### src/rtl/memory_access_unit.sv
// memory_access_unit
// Memory-stage access engine. Takes the EX/MEM register outputs (address,
// store data, byte format, extension mode) and turns them into word-aligned,
// byte-enabled beats on a req/ack data-memory bus. Accesses that straddle a
// word boundary are split into two beats. Load bytes are merged back,
// right-aligned and sign/zero-extended. The pipeline is stalled until the
// access completes.
//
// Ports
//   clk, rst_n_i        clock, asynchronous active-low reset
//   ALU_outM_i          byte address of the access
//   WriteDataM_i        right-aligned store data
//   MemWriteM_i         store request (wins over MemReadM_i)
//   MemReadM_i          load request
//   ByteSelectM_i       00 byte, 01 half, 10/11 word
//   MemExtendM_i        1 sign-extend, 0 zero-extend (byte/half loads)
//   StallM_o            hold M and earlier stages
//   ReadDataM_o         extended load result, holds outside DONE
//   ReadValidM_o        one-cycle load completion pulse
//   ErrorM_o            sticky ack-timeout flag
//   mem_req_o/we/addr/be/wdata, mem_ack_i, mem_rdata_i   data-memory bus
//
// state | meaning
// ------+----------------------------------------------------------
// IDLE  | waiting for a load/store; latches the request
// BEAT0 | first (or only) beat on the bus, word at addr & ~3
// BEAT1 | second beat of a split access, word at (addr & ~3) + 4
// DONE  | access finished; stall released, load result valid
module memory_access_unit #(
  parameter int DATA_WIDTH  = 32,
  parameter int ADDR_WIDTH  = 32,
  parameter int ACK_TIMEOUT = 16
) (
  input  logic                  clk,
  input  logic                  rst_n_i,
  input  logic [ADDR_WIDTH-1:0] ALU_outM_i,
  input  logic [DATA_WIDTH-1:0] WriteDataM_i,
  input  logic                  MemWriteM_i,
  input  logic                  MemReadM_i,
  input  logic [1:0]            ByteSelectM_i,
  input  logic                  MemExtendM_i,
  output logic                  StallM_o,
  output logic [DATA_WIDTH-1:0] ReadDataM_o,
  output logic                  ReadValidM_o,
  output logic                  ErrorM_o,
  output logic                  mem_req_o,
  output logic                  mem_we_o,
  output logic [ADDR_WIDTH-1:0] mem_addr_o,
  output logic [3:0]            mem_be_o,
  output logic [DATA_WIDTH-1:0] mem_wdata_o,
  input  logic                  mem_ack_i,
  input  logic [DATA_WIDTH-1:0] mem_rdata_i
);

  localparam int CNT_W = $clog2(ACK_TIMEOUT + 1);
  localparam logic [CNT_W-1:0] CNT_LAST = CNT_W'(ACK_TIMEOUT - 1);

  typedef enum logic [1:0] {IDLE, BEAT0, BEAT1, DONE} state_t;

  state_t                state_q, state_d;
  logic [ADDR_WIDTH-1:0] addr_q, addr_d;
  logic [1:0]            off_q, off_d;
  logic [1:0]            size_q, size_d;
  logic                  we_q, we_d;
  logic                  ext_q, ext_d;
  logic [DATA_WIDTH-1:0] wdata_q, wdata_d;
  logic [3:0]            full_be_q, full_be_d;
  logic [CNT_W-1:0]      cnt_q, cnt_d;
  logic [DATA_WIDTH-1:0] acc_q, acc_d;
  logic [DATA_WIDTH-1:0] rdata_q, rdata_d;
  logic                  err_q, err_d;

  logic                  in_beat;
  logic                  split;
  logic [3:0]            lo_mask;
  logic [3:0]            beat_be;
  logic [3:0]            base_be;
  logic [DATA_WIDTH-1:0] merged_now;
  logic [DATA_WIDTH-1:0] load_val;
  logic [DATA_WIDTH-1:0] ext_val;

  // Byte lane k of the access maps to bus lane (off + k) mod 4.
  function automatic logic [31:0] rotl_lanes(input logic [31:0] d, input logic [1:0] k);
    case (k)
      2'd0:    rotl_lanes = d;
      2'd1:    rotl_lanes = {d[23:0], d[31:24]};
      2'd2:    rotl_lanes = {d[15:0], d[31:16]};
      default: rotl_lanes = {d[7:0],  d[31:8]};
    endcase
  endfunction

  function automatic logic [31:0] rotr_lanes(input logic [31:0] d, input logic [1:0] k);
    case (k)
      2'd0:    rotr_lanes = d;
      2'd1:    rotr_lanes = {d[7:0],  d[31:8]};
      2'd2:    rotr_lanes = {d[15:0], d[31:16]};
      default: rotr_lanes = {d[23:0], d[31:24]};
    endcase
  endfunction

  function automatic logic [3:0] rotl_be(input logic [3:0] b, input logic [1:0] k);
    case (k)
      2'd0:    rotl_be = b;
      2'd1:    rotl_be = {b[2:0], b[3]};
      2'd2:    rotl_be = {b[1:0], b[3:2]};
      default: rotl_be = {b[0],   b[3:1]};
    endcase
  endfunction

  function automatic logic [31:0] lane_mask(input logic [3:0] b);
    lane_mask = {{8{b[3]}}, {8{b[2]}}, {8{b[1]}}, {8{b[0]}}};
  endfunction

  // Enables of the whole access are rotated by the offset; lanes at or above
  // the offset belong to beat0, lanes that wrapped below it belong to beat1.
  always_comb begin
    lo_mask    = 4'b1111 << off_q;
    split      = |(full_be_q & ~lo_mask);
    in_beat    = (state_q == BEAT0) || (state_q == BEAT1);
    beat_be    = (state_q == BEAT1) ? (full_be_q & ~lo_mask) : (full_be_q & lo_mask);
    merged_now = (acc_q & ~lane_mask(beat_be)) | (mem_rdata_i & lane_mask(beat_be));
    load_val   = rotr_lanes(merged_now, off_q);
    case (size_q)
      2'b00:   ext_val = {{24{ext_q & load_val[7]}},  load_val[7:0]};
      2'b01:   ext_val = {{16{ext_q & load_val[15]}}, load_val[15:0]};
      default: ext_val = load_val;
    endcase
    case (ByteSelectM_i)
      2'b00:   base_be = 4'b0001;
      2'b01:   base_be = 4'b0011;
      default: base_be = 4'b1111;
    endcase
  end

  always_comb begin
    state_d      = state_q;
    addr_d       = addr_q;
    off_d        = off_q;
    size_d       = size_q;
    we_d         = we_q;
    ext_d        = ext_q;
    wdata_d      = wdata_q;
    full_be_d    = full_be_q;
    cnt_d        = cnt_q;
    acc_d        = acc_q;
    rdata_d      = rdata_q;
    err_d        = err_q;
    StallM_o     = 1'b0;
    ReadValidM_o = 1'b0;
    case (state_q)
      IDLE: begin
        if (MemWriteM_i || MemReadM_i) begin
          StallM_o  = 1'b1;
          addr_d    = {ALU_outM_i[ADDR_WIDTH-1:2], 2'b00};
          off_d     = ALU_outM_i[1:0];
          size_d    = ByteSelectM_i;
          we_d      = MemWriteM_i;
          ext_d     = MemExtendM_i;
          wdata_d   = rotl_lanes(WriteDataM_i, ALU_outM_i[1:0]);
          full_be_d = rotl_be(base_be, ALU_outM_i[1:0]);
          cnt_d     = '0;
          acc_d     = '0;
          state_d   = BEAT0;
        end
      end
      BEAT0, BEAT1: begin
        StallM_o = 1'b1;
        if (mem_ack_i) begin
          acc_d = merged_now;
          cnt_d = '0;
          if ((state_q == BEAT0) && split) begin
            state_d = BEAT1;
          end else begin
            state_d = DONE;
            if (!we_q) rdata_d = ext_val;
          end
        end else if (cnt_q == CNT_LAST) begin
          // Abandon the access, including any beat not yet issued.
          err_d   = 1'b1;
          rdata_d = '0;
          cnt_d   = '0;
          state_d = DONE;
        end else begin
          cnt_d = cnt_q + CNT_W'(1);
        end
      end
      DONE: begin
        ReadValidM_o = !we_q;
        state_d      = IDLE;
      end
      default: state_d = IDLE;
    endcase
  end

  always_ff @(posedge clk or negedge rst_n_i) begin
    if (!rst_n_i) begin
      state_q   <= IDLE;
      addr_q    <= '0;
      off_q     <= '0;
      size_q    <= '0;
      we_q      <= 1'b0;
      ext_q     <= 1'b0;
      wdata_q   <= '0;
      full_be_q <= '0;
      cnt_q     <= '0;
      acc_q     <= '0;
      rdata_q   <= '0;
      err_q     <= 1'b0;
    end else begin
      state_q   <= state_d;
      addr_q    <= addr_d;
      off_q     <= off_d;
      size_q    <= size_d;
      we_q      <= we_d;
      ext_q     <= ext_d;
      wdata_q   <= wdata_d;
      full_be_q <= full_be_d;
      cnt_q     <= cnt_d;
      acc_q     <= acc_d;
      rdata_q   <= rdata_d;
      err_q     <= err_d;
    end
  end

  // Bus outputs are decoded from state so that reset removes req at once.
  assign mem_req_o   = in_beat;
  assign mem_we_o    = in_beat & we_q;
  assign mem_addr_o  = !in_beat ? '0 :
                       (state_q == BEAT1) ? addr_q + ADDR_WIDTH'(4) : addr_q;
  assign mem_be_o    = in_beat ? beat_be : 4'b0000;
  assign mem_wdata_o = (in_beat && we_q) ? (wdata_q & lane_mask(beat_be)) : '0;
  assign ReadDataM_o = rdata_q;
  assign ErrorM_o    = err_q;

endmodule

### config.mk
export PLATFORM = sky130hd
export DESIGN_NAME = memory_access_unit
export DESIGN_NICKNAME = d
export VERILOG_FILES = /design/src/rtl/memory_access_unit.sv
export SDC_FILE = /design/constraint.sdc
export NUM_CORES = 1
export LEC_CHECK = 0
export CAP_MARGIN = 10
export CORE_AREA = 2 2 105 184
export CTS_CLUSTER_DIAMETER = 200
export DETAILED_ROUTE_END_ITERATION = 8
export DIE_AREA = 0 0 107 186
export PLACE_DENSITY = 0.88
export SLEW_MARGIN = 10
export SYNTH_ARGS = -nofsm -noshare
export SYNTH_HDL_FRONTEND = slang
export SYNTH_SLANG_ARGS = --single-unit
export TNS_END_PERCENT = 100
### constraint.sdc
create_clock -name clk -period 4 [get_ports clk]
set_input_delay 1.2 -clock clk [delete_from_list [all_inputs] [get_ports clk]]
set_output_delay 1.2 -clock clk [all_outputs]
set_load 0.02 [all_outputs]
==> reports/qor.yml, run 1 <==
status: "complete, no violations"
final_common_cell: "clkdlybuf4s50_1"
max_freq_ghz: 0.257
vias: 7891
fin_skew_ps: 15.3
avgRoutedWirePerCell_um: 21.5
internal_power_uw: 5800
hold_viol_final: 0
ys_top_cells_by_area: "dfrtp_1 40%, mux2_2 8.8%, mux4_2 8.7%"
ctsHoldBuffers: 0
gp_congestion: 0.969
critPathArrivalTime_ps: 2690
grt.total_usage: 0.285
setup_violations: 0
maxSlewHeadroom: 0.367
synth_cells: 840
cts_tree: "yes"
grt_max_degree: 79
areaGrowthSynthToFinish_pct: 34.0
io_buffers: 206
grt_pass1_wl_um: 43300
final_cells: 1295
use_met3: 0.0473
rows: 66
power_switching_uw: 4620
p_leak_uw: 0.00551
netlist_area_mm2: 0.00906
path_max_fanout: 25
fp.dieH_um: 186
crit_required_ps: 2800
synth_top_area_cell: "dfrtp_1"
fillers: 1405
p_comb_frac: 0.586
power.total_uw: 10400
p_sw_frac: 0.443
rsz0062_at_grt: "no"
cp-end-kind: "primary output"
clk_pin_slew_ps: 60
clockRootBuffer: "clkbuf_16"
antenna_left: 0
maxCapViolCount: 0
dpl.hpwl_um: 20800
synthFlopType: "dfrtp_1"
grt_pass1_vias: 7987
cts_made_buffers: 17
ir_drop_mv: 0.431
fin_nets: 1154
clk_path_buf_depth: 2
min_path_cells: 1
critical_path_class: "register to primary output"
period_share: 0.972
worst_slew_pin_slew_ps: 949
h-tree-depth: 4
r2r_cells: 10
synth_cell_types: 73
io_pins: 209
drt_iter0_markers: 475
seqPwrFrac: 0.258
finalSetupTns_ps: 0
fp.dieW_um: 107
async_reset_ff_frac: 1.00
final_cell_mix: "183 x clkdlybuf4s50_1, 143 x dfrtp_1, 71 x mux2_2"
core_area_mm2: 0.0184
final_area_mm2: 0.0121
drive_gt1_frac: 0.203
die_area_mm2: 0.0199
top_usage_layer: "met2"
synth_edf_count: 0
start_util: 0.492
yosysSeqAreaShare: 0.398
ys_ff_latch: 144
placedCellCount: 1258
cts_sinks: 144
placed_area_mm2: 0.0114
grt_use_met1: 0.307
grt_overflow: 0
final.min_clock_period_ps: 3890
syn_area_per_cell_um2: 10.8
met2_usage: 0.514
drtPass1Iterations: 5
powerDensity_mw_per_mm2: 859
hold_class: "register to register"
clockPowerShare: 0.156
viasPerCell: 6.09
grt_antenna_before_repair: 2
synth_top_area_share: 0.398
report.final.slew_viol_count: 0
wirelength_um: 27900
insertion_delay_ps: 430
yosysWarnings: 0
drc: 0
cp-start-kind: "register"
## through the flow
| stage | setup WS, ps | hold slack, ps | util |
|---|---|---|---|
| after floorplan | 557 | 465 | - |
| after global placement | 252 | 459 | 0.619 |
| after detailed placement | 166 | 459 | 0.619 |
| after CTS | 4.84 | 475 | 0.653 |
| after global routing | 1.37 | 510 | 0.659 |
| final | 111 | 479 | 0.659 |
## layer usage
| metal | vias up | wire, um |
|---|---|---|
| li1 | 3563 | - |
| met4 | 0 | 1800 |
| met1 | 3894 | 9820 |
| met3 | 95 | 1430 |
| met2 | 339 | 14900 |
| met5 | - | 0 |
## Yosys cell counts, types with 6 or more instances
cell type,count
dfrtp_1,144
mux2_2,71
nand2_1,62
mux2i_1,55
nor2_1,55
and3_1,47
o21ai_0,37
mux4_2,35
a22o_1,34
clkbuf_1,31
a21oi_1,27
nand3_1,18
a211oi_1,17
xnor2_1,17
and2_1,12
xor2_1,12
buf_2,10
nand4_1,9
inv_1,8
a22oi_1,7
buf_1,7
ha_1,7
a32oi_1,6
nand3_2,6
nor3_1,6
## worst max-delay path: stages, from the launching register on
cell and delay [ps]:
dfrtp_1 450, inv_1 110, ha_2 450, and2_1 210
buf_6 210, and3_1 220, clkdlybuf4s50_1 610
## registers in the layout, summed over array words and instances (netlist names)
name / flops
ReadDataM_o: 32
acc_q: 32
wdata_q: 32
addr_q: 30
cnt_q: 5
full_be_q: 4
off_q: 2
size_q: 2
state_q: 2
ErrorM_o: 1
ext_q: 1
we_q: 1
## kinds of logic after synthesis
group,synth area share
AO/OA/AOI/OAI,0.140
XOR/XNOR,0.0298
adder cells (fa/ha/maj),0.00967
buffers and inverters,0.0362
flip-flops,0.398
multiplexers,0.240
other,0.000414
AND/OR/NAND/NOR,0.146
## timing repair
| item | in CTS | in global routing |
|---|---|---|
| setup endpoints to repair | 31 | 50 |
| gates resized for setup | 5 | 26 |
| setup buffers | 2 | 2 |
| pin swaps | 1 | 1 |
## worst paths after layout
path	start	endpoint	slack (ps)
hold / removal	ErrorM_o$_DFFE_PN0P_	ErrorM_o$_DFFE_PN0P_	480
min in group asynchronous	rst_n_i	acc_q[12]$_DFFE_PN0P_	780
setup reg to reg	state_q[0]$_DFFE_PN0P_	ReadDataM_o[18]$_DFFE_PN0P_	990
hold reg to reg	ErrorM_o$_DFFE_PN0P_	ErrorM_o$_DFFE_PN0P_	480
max in group asynchronous	rst_n_i	addr_q[7]$_DFFE_PN0P_	2400
setup / recovery	state_q[1]$_DFFE_PN0P_	mem_wdata_o[18]	110
## power groups by stage
stage	Clock, uW	Combinational [uW]	Sequential (uW)
after CTS	1640	6020	2660
after floorplan	0	3760	2610
after detailed placement	0	5960	2680
final	1630	6110	2680
after global routing	1710	6520	2760
after global placement	0	5870	2650
## layout make-up
cell class                 count  area (um^2)  area share
multi-input combinational    628         5180       0.427
sequential                   144         3600       0.297
timing repair buffer         241         2410       0.198
clock buffer                  18          439      0.0362
tap                          238          298      0.0245
clock inverter                14          155      0.0128
inverter                      11         41.3     0.00340
antenna                        1         2.50    0.000206
Power figures use the tool's default switching activity.
==> run 2: changes to the inputs <==
- CORE_AREA: 2 2 105 184 -> 2 2 125 218
- DIE_AREA: 0 0 107 186 -> 0 0 127 220
- PLACE_DENSITY: 0.88 -> 0.68
- SLEW_MARGIN: 10 -> unset
- clock period: 4 -> 3.85 ns (I/O delays scaled with it)
==> run 2 against run 1 <==
Net effect: sequential power grew 3%; clock skew fell by 8.7 ps; global-route usage is 7.5 points lower; utilization fell by 19 points; worst hold slack lost 4.1 ps; critical path type unchanged; critical endpoint is now mem_addr_o[16]; largest cell class unchanged; largest power group unchanged.
==> reports/qor.yml, run 2 (synthesis gave the netlist of run 1 again) <==
grt_pass1_vias: 7883  # was 7987
critPathArrivalTime_ps: 2570  # was 2690 ps
avgRoutedWirePerCell_um: 20.9  # was 21.5 um
fin_nets: 1167  # was 1154
fp.dieH_um: 220  # was 186 um
final.min_clock_period_ps: 3730
io_pins: 209  # unchanged
h-tree-depth: 4  # unchanged
drc: 0  # unchanged
status: "complete, no violations"  # unchanged
cts_made_buffers: 17  # unchanged
ctsHoldBuffers: 0  # unchanged
setup_violations: 0  # unchanged
core_area_mm2: 0.0263  # was 0.0184 mm^2
die_area_mm2: 0.0279  # was 0.0199 mm^2
placedCellCount: 1357  # was 1258
viasPerCell: 5.58  # was 6.09
drive_gt1_frac: 0.211  # was 0.203
crit_required_ps: 2690  # was 2800 ps
rows: 79  # was 66
maxSlewHeadroom: 0.336  # was 0.367
grt_overflow: 0  # unchanged
dpl.hpwl_um: 22300  # was 20800 um
critical_path_class: "register to primary output"  # unchanged
hold_class: "register to register"  # unchanged
clk_pin_slew_ps: 60  # about the same
fillers: 2459  # was 1405
finalSetupTns_ps: 0  # unchanged
io_buffers: 206  # unchanged
p_leak_uw: 0.00562  # was 0.00551 uW
final_common_cell: "clkdlybuf4s50_1"  # unchanged
critPathMaxStageDelay_ps: 610  # about the same
crit_slowest_cell: "clkdlybuf4s50_1"  # unchanged
worst_slew_pin_slew_ps: 997  # was 949 ps
final_cells: 1393  # was 1295
cts_sinks: 144  # unchanged
drt_iter0_markers: 314  # was 475
ir_drop_mv: 0.353  # was 0.431 mV
max_freq_ghz: 0.268
hold_viol_final: 0  # unchanged
areaGrowthSynthToFinish_pct: 35.7  # was 34.0%
clockRootBuffer: "clkbuf_16"  # unchanged
grt_pass1_wl_um: 44700  # was 43300 um
fin_skew_ps: 6.63  # was 15.3 ps
num_antenna_cells: 0  # was 1
antenna_left: 0  # unchanged
drtPass1Iterations: 5  # unchanged
maxCapViolCount: 0  # unchanged
insertion_delay_ps: 440  # was 430 ps
start_util: 0.344  # was 0.492
clk_path_buf_depth: 2  # unchanged
grt.total_usage: 0.210  # was 0.285
grt_antenna_before_repair: 1  # was 2
report.final.slew_viol_count: 0  # unchanged
powerDensity_mw_per_mm2: 882  # was 859 mW/mm^2
cp-start-kind: "register"  # unchanged
path_max_fanout: 6  # was 25
rsz0062_at_grt: "no"  # unchanged
grt_max_degree: 77  # was 79
wirelength_um: 29100  # was 27900 um
gp_congestion: 0.893  # was 0.969
fp.dieW_um: 127  # was 107 um
cp-end-kind: "primary output"  # unchanged
period_share: 0.968
vias: 7773  # was 7891
cts_tree: "yes"  # unchanged
path_cells: "inv_1, ha_4, nand3_1, nor2_1, nand3_1, xor2_1, nor2_1, clkdlybuf4s50_1"  # was inv_1, ha_2, and2_1, buf_6, and3_1, clkdlybuf4s50_1
final_cell_mix: "162 x clkdlybuf4s50_1, 144 x dfrtp_1, 71 x mux2_2"  # was 183 x clkdlybuf4s50_1, 143 x dfrtp_1, 71 x mux2_2
run 2: cell types whose count changed in the layout (fill, tap and decap cells not counted), moves of 4 or more:
| cell | delta |
|---|---|
| buf_4 | +14 |
| clkdlybuf4s50_1 | -21 |
| dlymetal6s2s_1 | -4 |
| dlygate4sd2_1 | +24 |
| inv_6 | -4 |
run 2: worst max-delay path, delay by kind of cell (launching register included):
kind	cells	cell delay, ps
buffers and inverters	2	770
XOR/XNOR	1	160
adder cells (fa/ha/maj)	1	210
flip-flops	1	410
AND/OR/NAND/NOR	4	580
run 2: repair_timing:
action	CTS	global route
cloned	0	0
setup buffers	3	1
pin swaps	1	1
endpoints found under the setup margin	54	28
gates resized for setup	31	21
run 2: metrics by stage:
step / power [uW] / instance area, um^2 / setup WS [ps] / util / hold WS [ps]
detailed placement: 9100 / 11600 / 144 / 0.441 / 464
global placement: 9000 / 11600 / 148 / 0.441 / 458
global route: 11500 / 12300 / 0.102 / 0.467 / 501
finish: 10800 / 12300 / 122 / 0.467 / 475
floorplan: 6620 / 9060 / 497 / - / 465
CTS: 10900 / 12200 / 3.79 / 0.465 / 478
run 2: area by class of cell:
class,instances,area [um^2],area share
inverter,11,41.3,0.00336
tap,324,405,0.0330
multi-input combinational,628,5170,0.421
timing repair buffer,254,2440,0.198
clock buffer,18,439,0.0357
clock inverter,14,190,0.0155
sequential,144,3600,0.293
run 2: final timing paths:
kind / from / endpoint / slack (ps) / cells after the start
max in group asynchronous: rst_n_i / full_be_q[0]$_DFFE_PN0P_ / 2360 / 2
min reg2reg: ReadDataM_o[7]$_DFFE_PN0P_ / ReadDataM_o[7]$_DFFE_PN0P_ / 480 / 1
min in group asynchronous: rst_n_i / ErrorM_o$_DFFE_PN0P_ / 670 / 1
min: ReadDataM_o[7]$_DFFE_PN0P_ / ReadDataM_o[7]$_DFFE_PN0P_ / 480 / 1
max: state_q[0]$_DFFE_PN0P_ / mem_addr_o[16] / 120 / 8
max reg2reg: state_q[0]$_DFFE_PN0P_ / ReadDataM_o[27]$_DFFE_PN0P_ / 910 / 10
run 2: power by group:
group	switching [uW]	internal [uW]
clock network	681	1100
registers	557	2190
logic	3510	2800
run 2: per-layer routing:
| layer | wire, um | GRT usage |
|---|---|---|
| met1 | 10300 | 0.220 |
| met2 | 15900 | 0.389 |
| met3 | 1350 | 0.0447 |
| met4 | 1500 | 0.115 |
| met5 | 13 | 0 |
